File: src/rtl/dmem_wb_bridge_if.sv
// Bus bundles for the dmem-to-Wishbone bridge: the core-side dmem request
// interface and the Wishbone B4 classic bus (dat_w = master->slave, dat_r = slave->master).

interface dmem_if;
    logic        rd;
    logic        wr;
    logic [3:0]  strobe;
    logic [31:0] addr;
    logic [31:0] wdata;
    logic [31:0] rdata;
    logic        rdata_valid;
    logic        ready;
    logic        err;

    modport master (
        output rd, wr, strobe, addr, wdata,
        input  rdata, rdata_valid, ready, err
    );

    modport slave (
        input  rd, wr, strobe, addr, wdata,
        output rdata, rdata_valid, ready, err
    );
endinterface

interface wb_if;
    logic        cyc;
    logic        stb;
    logic        we;
    logic [31:0] adr;
    logic [3:0]  sel;
    logic [31:0] dat_w;
    logic [31:0] dat_r;
    logic        ack;
    logic        err;

    modport master (
        output cyc, stb, we, adr, sel, dat_w,
        input  dat_r, ack, err
    );

    modport slave (
        input  cyc, stb, we, adr, sel, dat_w,
        output dat_r, ack, err
    );
endinterface

File: src/rtl/dmem_wb_bridge.sv
// Bridges single core dmem requests onto a Wishbone B4 classic bus, one transaction
// at a time, with a bus timeout so a silent slave cannot stall the core forever.

module dmem_wb_bridge #(
    parameter int unsigned TIMEOUT_CYCLES = 255,
    parameter logic [31:0] ERR_RDATA      = 32'h0000_0000
) (
    input  logic  clk_i,
    input  logic  rst_ni,
    dmem_if.slave dmem,
    wb_if.master  wb
);

    localparam int unsigned     CNT_W     = (TIMEOUT_CYCLES > 0) ? $clog2(TIMEOUT_CYCLES + 1) : 1;
    localparam logic [CNT_W-1:0] CNT_ONE   = CNT_W'(1);
    localparam logic [CNT_W-1:0] CNT_LIMIT = CNT_W'(TIMEOUT_CYCLES);

    typedef enum logic [1:0] {
        IDLE,
        BUS,
        RESP
    } state_e;

    state_e           state_q, state_d;
    logic             cyc_q, cyc_d;
    logic             we_q, we_d;
    logic [31:0]      adr_q, adr_d;
    logic [3:0]       sel_q, sel_d;
    logic [31:0]      dat_q, dat_d;
    logic [CNT_W-1:0] cnt_q, cnt_d;
    logic [31:0]      rdata_q, rdata_d;
    logic             rdata_valid_q, rdata_valid_d;
    logic             err_q, err_d;

    logic timeout;
    logic unused_addr_bits;

    // The low address bits select bytes via strobe and never reach the bus.
    assign unused_addr_bits = ^dmem.addr[1:0];

    assign timeout = (TIMEOUT_CYCLES != 0) && (cnt_q == CNT_LIMIT);

    always_comb begin
        // NOTE: every signal gets a default before the case so no path leaves
        // one unassigned, which would otherwise infer a latch.
        state_d       = state_q;
        cyc_d         = cyc_q;
        we_d          = we_q;
        adr_d         = adr_q;
        sel_d         = sel_q;
        dat_d         = dat_q;
        cnt_d         = cnt_q;
        rdata_d       = rdata_q;
        rdata_valid_d = 1'b0;
        err_d         = 1'b0;

        unique case (state_q)
            IDLE: begin
                if (dmem.rd && dmem.wr) begin
                    state_d = RESP;
                    err_d   = 1'b1;
                end else if (dmem.rd ^ dmem.wr) begin
                    we_d  = dmem.wr;
                    adr_d = {dmem.addr[31:2], 2'b00};
                    sel_d = dmem.wr ? dmem.strobe : 4'hF;
                    dat_d = dmem.wdata;
                    cnt_d = CNT_ONE;
                    // A write that touches no bytes completes without a bus cycle.
                    if (dmem.wr && (dmem.strobe == 4'h0)) begin
                        state_d = RESP;
                    end else begin
                        state_d = BUS;
                        cyc_d   = 1'b1;
                    end
                end
            end

            BUS: begin
                if (wb.err || wb.ack || timeout) begin
                    state_d       = RESP;
                    cyc_d         = 1'b0;
                    // err beats ack; reaching here without ack means a timeout.
                    err_d         = wb.err || !wb.ack;
                    rdata_valid_d = !we_q;
                    if (!we_q) begin
                        rdata_d = (wb.ack && !wb.err) ? wb.dat_r : ERR_RDATA;
                    end
                end else if (TIMEOUT_CYCLES != 0) begin
                    cnt_d = cnt_q + CNT_ONE;
                end
            end

            RESP: begin
                state_d = IDLE;
            end

            default: begin
                state_d = IDLE;
                cyc_d   = 1'b0;
            end
        endcase
    end

    // NOTE: state is updated only with non-blocking assignments so every flop
    // samples the values computed for this edge, independent of statement order.
    always_ff @(posedge clk_i or negedge rst_ni) begin
        if (!rst_ni) begin
            state_q       <= IDLE;
            cyc_q         <= 1'b0;
            we_q          <= 1'b0;
            adr_q         <= '0;
            sel_q         <= '0;
            dat_q         <= '0;
            cnt_q         <= '0;
            rdata_q       <= '0;
            rdata_valid_q <= 1'b0;
            err_q         <= 1'b0;
        end else begin
            state_q       <= state_d;
            cyc_q         <= cyc_d;
            we_q          <= we_d;
            adr_q         <= adr_d;
            sel_q         <= sel_d;
            dat_q         <= dat_d;
            cnt_q         <= cnt_d;
            rdata_q       <= rdata_d;
            rdata_valid_q <= rdata_valid_d;
            err_q         <= err_d;
        end
    end

    assign wb.cyc   = cyc_q;
    assign wb.stb   = cyc_q;
    assign wb.we    = we_q;
    assign wb.adr   = adr_q;
    assign wb.sel   = sel_q;
    assign wb.dat_w = dat_q;

    assign dmem.ready       = (state_q == IDLE);
    assign dmem.rdata       = rdata_q;
    assign dmem.rdata_valid = rdata_valid_q;
    assign dmem.err         = err_q;

endmodule

File: src/flat_wrapper.sv
// flat-port wrapper written by rule: the top's interface ports become plain ports
module dmem_wb_bridge_flat 
#(
    parameter int unsigned TIMEOUT_CYCLES = 255,
    parameter logic [31:0] ERR_RDATA      = 32'h0000_0000
)
  (clk_i, rst_ni, dmem_rd, dmem_wr, dmem_strobe, dmem_addr, dmem_wdata, dmem_rdata, dmem_rdata_valid, dmem_ready, dmem_err, wb_cyc, wb_stb, wb_we, wb_adr, wb_sel, wb_dat_w, wb_dat_r, wb_ack, wb_err);
  dmem_if dmem_i ();
  wb_if wb_i ();
  input  logic clk_i;
  input  logic rst_ni;
  input wire logic [$bits(dmem_i.rd)-1:0] dmem_rd;
  input wire logic [$bits(dmem_i.wr)-1:0] dmem_wr;
  input wire logic [$bits(dmem_i.strobe)-1:0] dmem_strobe;
  input wire logic [$bits(dmem_i.addr)-1:0] dmem_addr;
  input wire logic [$bits(dmem_i.wdata)-1:0] dmem_wdata;
  output wire logic [$bits(dmem_i.rdata)-1:0] dmem_rdata;
  output wire logic [$bits(dmem_i.rdata_valid)-1:0] dmem_rdata_valid;
  output wire logic [$bits(dmem_i.ready)-1:0] dmem_ready;
  output wire logic [$bits(dmem_i.err)-1:0] dmem_err;
  output wire logic [$bits(wb_i.cyc)-1:0] wb_cyc;
  output wire logic [$bits(wb_i.stb)-1:0] wb_stb;
  output wire logic [$bits(wb_i.we)-1:0] wb_we;
  output wire logic [$bits(wb_i.adr)-1:0] wb_adr;
  output wire logic [$bits(wb_i.sel)-1:0] wb_sel;
  output wire logic [$bits(wb_i.dat_w)-1:0] wb_dat_w;
  input wire logic [$bits(wb_i.dat_r)-1:0] wb_dat_r;
  input wire logic [$bits(wb_i.ack)-1:0] wb_ack;
  input wire logic [$bits(wb_i.err)-1:0] wb_err;
  assign dmem_i.rd = dmem_rd;
  assign dmem_i.wr = dmem_wr;
  assign dmem_i.strobe = dmem_strobe;
  assign dmem_i.addr = dmem_addr;
  assign dmem_i.wdata = dmem_wdata;
  assign dmem_rdata = dmem_i.rdata;
  assign dmem_rdata_valid = dmem_i.rdata_valid;
  assign dmem_ready = dmem_i.ready;
  assign dmem_err = dmem_i.err;
  assign wb_cyc = wb_i.cyc;
  assign wb_stb = wb_i.stb;
  assign wb_we = wb_i.we;
  assign wb_adr = wb_i.adr;
  assign wb_sel = wb_i.sel;
  assign wb_dat_w = wb_i.dat_w;
  assign wb_i.dat_r = wb_dat_r;
  assign wb_i.ack = wb_ack;
  assign wb_i.err = wb_err;
  dmem_wb_bridge #(.TIMEOUT_CYCLES(TIMEOUT_CYCLES), .ERR_RDATA(ERR_RDATA)) u_core (.clk_i(clk_i), .rst_ni(rst_ni), .dmem(dmem_i), .wb(wb_i));
endmodule
File: config.mk
export PLATFORM = sky130hd
export DESIGN_NAME = dmem_wb_bridge_flat
export DESIGN_NICKNAME = d
export VERILOG_FILES = /design/src/rtl/dmem_wb_bridge_if.sv /design/src/rtl/dmem_wb_bridge.sv /design/src/flat_wrapper.sv
export SDC_FILE = /design/constraint.sdc
export NUM_CORES = 1
export LEC_CHECK = 0
export CAP_MARGIN = 20
export CORE_ASPECT_RATIO = 1.25
export CORE_MARGIN = 1.5
export CORE_UTILIZATION = 45
export DETAILED_ROUTE_END_ITERATION = 10
export DONT_BUFFER_PORTS = 1
export GPL_TIMING_DRIVEN = 0
export SYNTH_ARGS = -nofsm -noshare
export SYNTH_HDL_FRONTEND = slang
export SYNTH_SLANG_ARGS = --single-unit
File: constraint.sdc
create_clock -name clk_i -period 4.1 [get_ports clk_i]
set_input_delay 0.82 -clock clk_i [delete_from_list [all_inputs] [get_ports clk_i]]
set_output_delay 0.82 -clock clk_i [all_outputs]
set_load 0.005 [all_outputs]
==> results of run 1 <==
flip-flops by register name, indices dropped and copies added (netlist names):
signal,count
u_core.dmem.rdata,32
u_core.wb.dat_w,32
u_core.wb.adr,30
u_core.cnt_q,8
u_core.wb.sel,4
u_core.state_q,2
u_core.dmem.err,1
u_core.dmem.rdata_valid,1
u_core.wb.cyc,1
u_core.wb.we,1
area by class of cell:
cell class / instances / area (µm²)
clock inverter: 6 / 91.3
sequential: 112 / 2800
fill: 881 / 4670
clock buffer: 10 / 239
multi-input combinational: 290 / 1460
inverter: 4 / 15.0
buffer: 26 / 175
tap: 126 / 158
placed cells by master (no fill, tap or decap), types with 2 or more instances in the layout:
master / n
a21oi_1: 10
a22o_1: 32
a31oi_1: 3
and3_1: 2
buf_2: 11
buf_4: 5
buf_6: 6
bufinv_16: 2
clkbuf_1: 4
clkbuf_16: 9
clkinv_4: 2
conb_1: 2
dfrtp_1: 112
ha_1: 2
inv_1: 4
nand2_1: 196
nand3_1: 6
nor2_1: 9
nor3_1: 4
o21a_1: 3
cell families (layout without fill, tap and decap cells):
| group | count (synthesis) | in the layout | synth area share (%) |
|---|---|---|---|
| AO/OA/AOI/OAI | 55 | 55 | 9.93 |
| adder cells (fa/ha/maj) | 2 | 2 | 0.562 |
| buffers and inverters | 30 | 46 | 4.28 |
| flip-flops | 112 | 112 | 63.0 |
| multiplexers | 1 | 1 | 0.225 |
| other | 1 | 2 | 0.0843 |
| AND/OR/NAND/NOR | 230 | 230 | 21.9 |
stage by stage:
step,area [µm²],hold slack [ps],instances,utilization (%),worst slack (ps)
floorplan,4450,463,432,-,2220
global placement,4610,484,558,48.0,2000
detailed placement,4610,493,558,48.0,1980
CTS,4940,152,574,51.4,2070
global route,4940,138,574,51.4,2050
finish,4940,162,574,51.4,2110
path summary, 6_finish.rpt:
path                                     start                     to
setup / recovery             u_core.state_q[0]             dmem_ready
hold / removal                          rst_ni  u_core.dmem.rdata[15]
setup reg to reg               u_core.cnt_q[0]  u_core.dmem.rdata[10]
hold reg to reg            u_core.wb.dat_w[15]    u_core.wb.dat_w[15]
max in group asynchronous               rst_ni    u_core.wb.dat_w[12]
min in group clk_i         u_core.wb.dat_w[15]    u_core.wb.dat_w[15]
layer usage:
layer	vias up	wire length, µm	share of wire (%)
met5	-	0	0
met4	0	118	1.2
met3	8	1210	12
met2	166	4800	48
met1	1388	3860	39
li1	1422	-	-
power by group:
group          internal, W  switching, W  total [W]  leakage (nW)
Combinational     0.000333      0.000380   0.000713         0.991
Clock             0.000555      0.000394   0.000950         0.163
Sequential         0.00161      0.000435    0.00204          1.42
Total              0.00249       0.00121    0.00370          2.57
critical path, cell delays in order, from the launching register on:
cell     delay, ps
dfrtp_1        360
buf_4          160
nor2_1         300
==> impl_metrics.yaml, run 1 <==
global_route:
  grt_busiest_layer: "met2"
  grt_overflow: 0
  grt_start_max_net_pins: 113
  grt_usage_pct: 19.3
  antenna_found_initial: 0
  grtUsageMet2_pct: 31.2
  grt_pass1_vias: 2984
  grt_pass1_wl_um: 15500
  grtUsageMet3_pct: 9.16
  met1_usage_pct: 22.7
clock_network:
  cts_resized: 0
  clkTransAtPathRegs_ps: 70
  cts_setup_buffers: 0
  clock-sinks: 112
  postCtsHoldBufs: 0
  cts_root_buffer: "clkbuf_16"
  cts-buffers-inserted: 9
  htree_levels: 3
  clockBufferDepth: 2
  clock_latency_ps: 350
  cts_tree: "yes"
power:
  finalPower_w: 0.00370
  p_per_area_nw_per_um2: 750
  leakage_nw: 2.57
  vdd.ir_drop.worst_mv: 0.330
floorplanning:
  rows: 40
  dieArea_um2: 10500
  die_y_um: 114
  die_x_um: 91.9
  ioPinCount: 212
  start_util_pct: 46.3
  core_area_um2: 9610
synthesis:
  synthTopCellsByArea: "dfrtp_1, nand2_1, a22o_1"
  ys_types: 38
  synth_edf_count: 0
  yosysTopAreaCellShare_pct: 63.0
  synthArstFlopShare_pct: 100
  synth_area_leader_cell: "dfrtp_1"
  synth-seq-cells: 112
  syn_avg_cell_area_um2: 10.3
  synth_seq_area_share_pct: 63.0
  ys.flop_type: "dfrtp_1"
  synth_area_um2: 4450
  yosys-top-cells-count: "nand2_1, dfrtp_1, a22o_1"
  synth_cells: 431
  synth_warnings: 0
  yosys.cell_count.top_type: "nand2_1"
sta:
  setup_viol: 0
  max_freq_mhz: 503
  hold_viol_final: 0
  rsz0062_at_grt: "false"
  setup_tns_ps: 0
  fin_crit_ps: 1990
  clock_skew_ps: 6.48
  fin_crit_sh_pct: 48.5
  slew_violations: 0
min_path:
  worstHoldPathType: "input port to asynchronous set/reset pin"
drt:
  first_pass_iters: 4
  drt_wl_total_um: 9990
  route.detailed.drc: 0
  drtIter0Drc: 175
  wl_per_cell_um: 17.4
  num_vias: 2984
  via_per_inst: 5.20
  antenna_left: 0
placement:
  place_congestion: 0.780
  post-dp-hpwl_um: 7080
  port_buffers: 0
finish:
  nets: 551
  area_delta_synth_final_pct: 11.1
  final_layout_size_suffix_gt1_share_pct: 10.9
  n_antenna_cell: 0
worst_setup_path:
  path_class: "flip-flop to primary output"
  worstPathArrival_ps: 1170
  critical_path.max_fanout: 8
  worst-endpoint-required_ps: 3280
  r2r_setup_slack_ps: 2410
  cp-end-kind: "primary output"
  start_kind: "flip-flop"
  rr_worst_depth: 6
status:
  outcome: "finished clean"
run:
  cap_violations: 0
Power figures use the tool's default switching activity.
==> run 2: changes to the inputs <==
clock period = 1.85 ns   (was 4.1 ns; I/O delays follow)
==> results of run 2 <==
Same layout as run 1 (identical final DEF). Status: finished with violations: negative hold slack.
Among the figures that moved: setup slack after placement 1980 ps -> 116 ps; setup slack after layout 2110 ps -> 163 ps; hold slack 162 ps -> -288 ps; number of hold violations in the final report 0 -> 112; start point of the critical path u_core.state_q[0] -> u_core.cnt_q[0]; end point of the critical path dmem_ready -> u_core.dmem.rdata[10]; register-to-register setup slack 2410 ps -> 160 ps; total power 0.00370 W -> 0.00821 W; worst IR drop on VDD 0.330 mV -> 0.731 mV
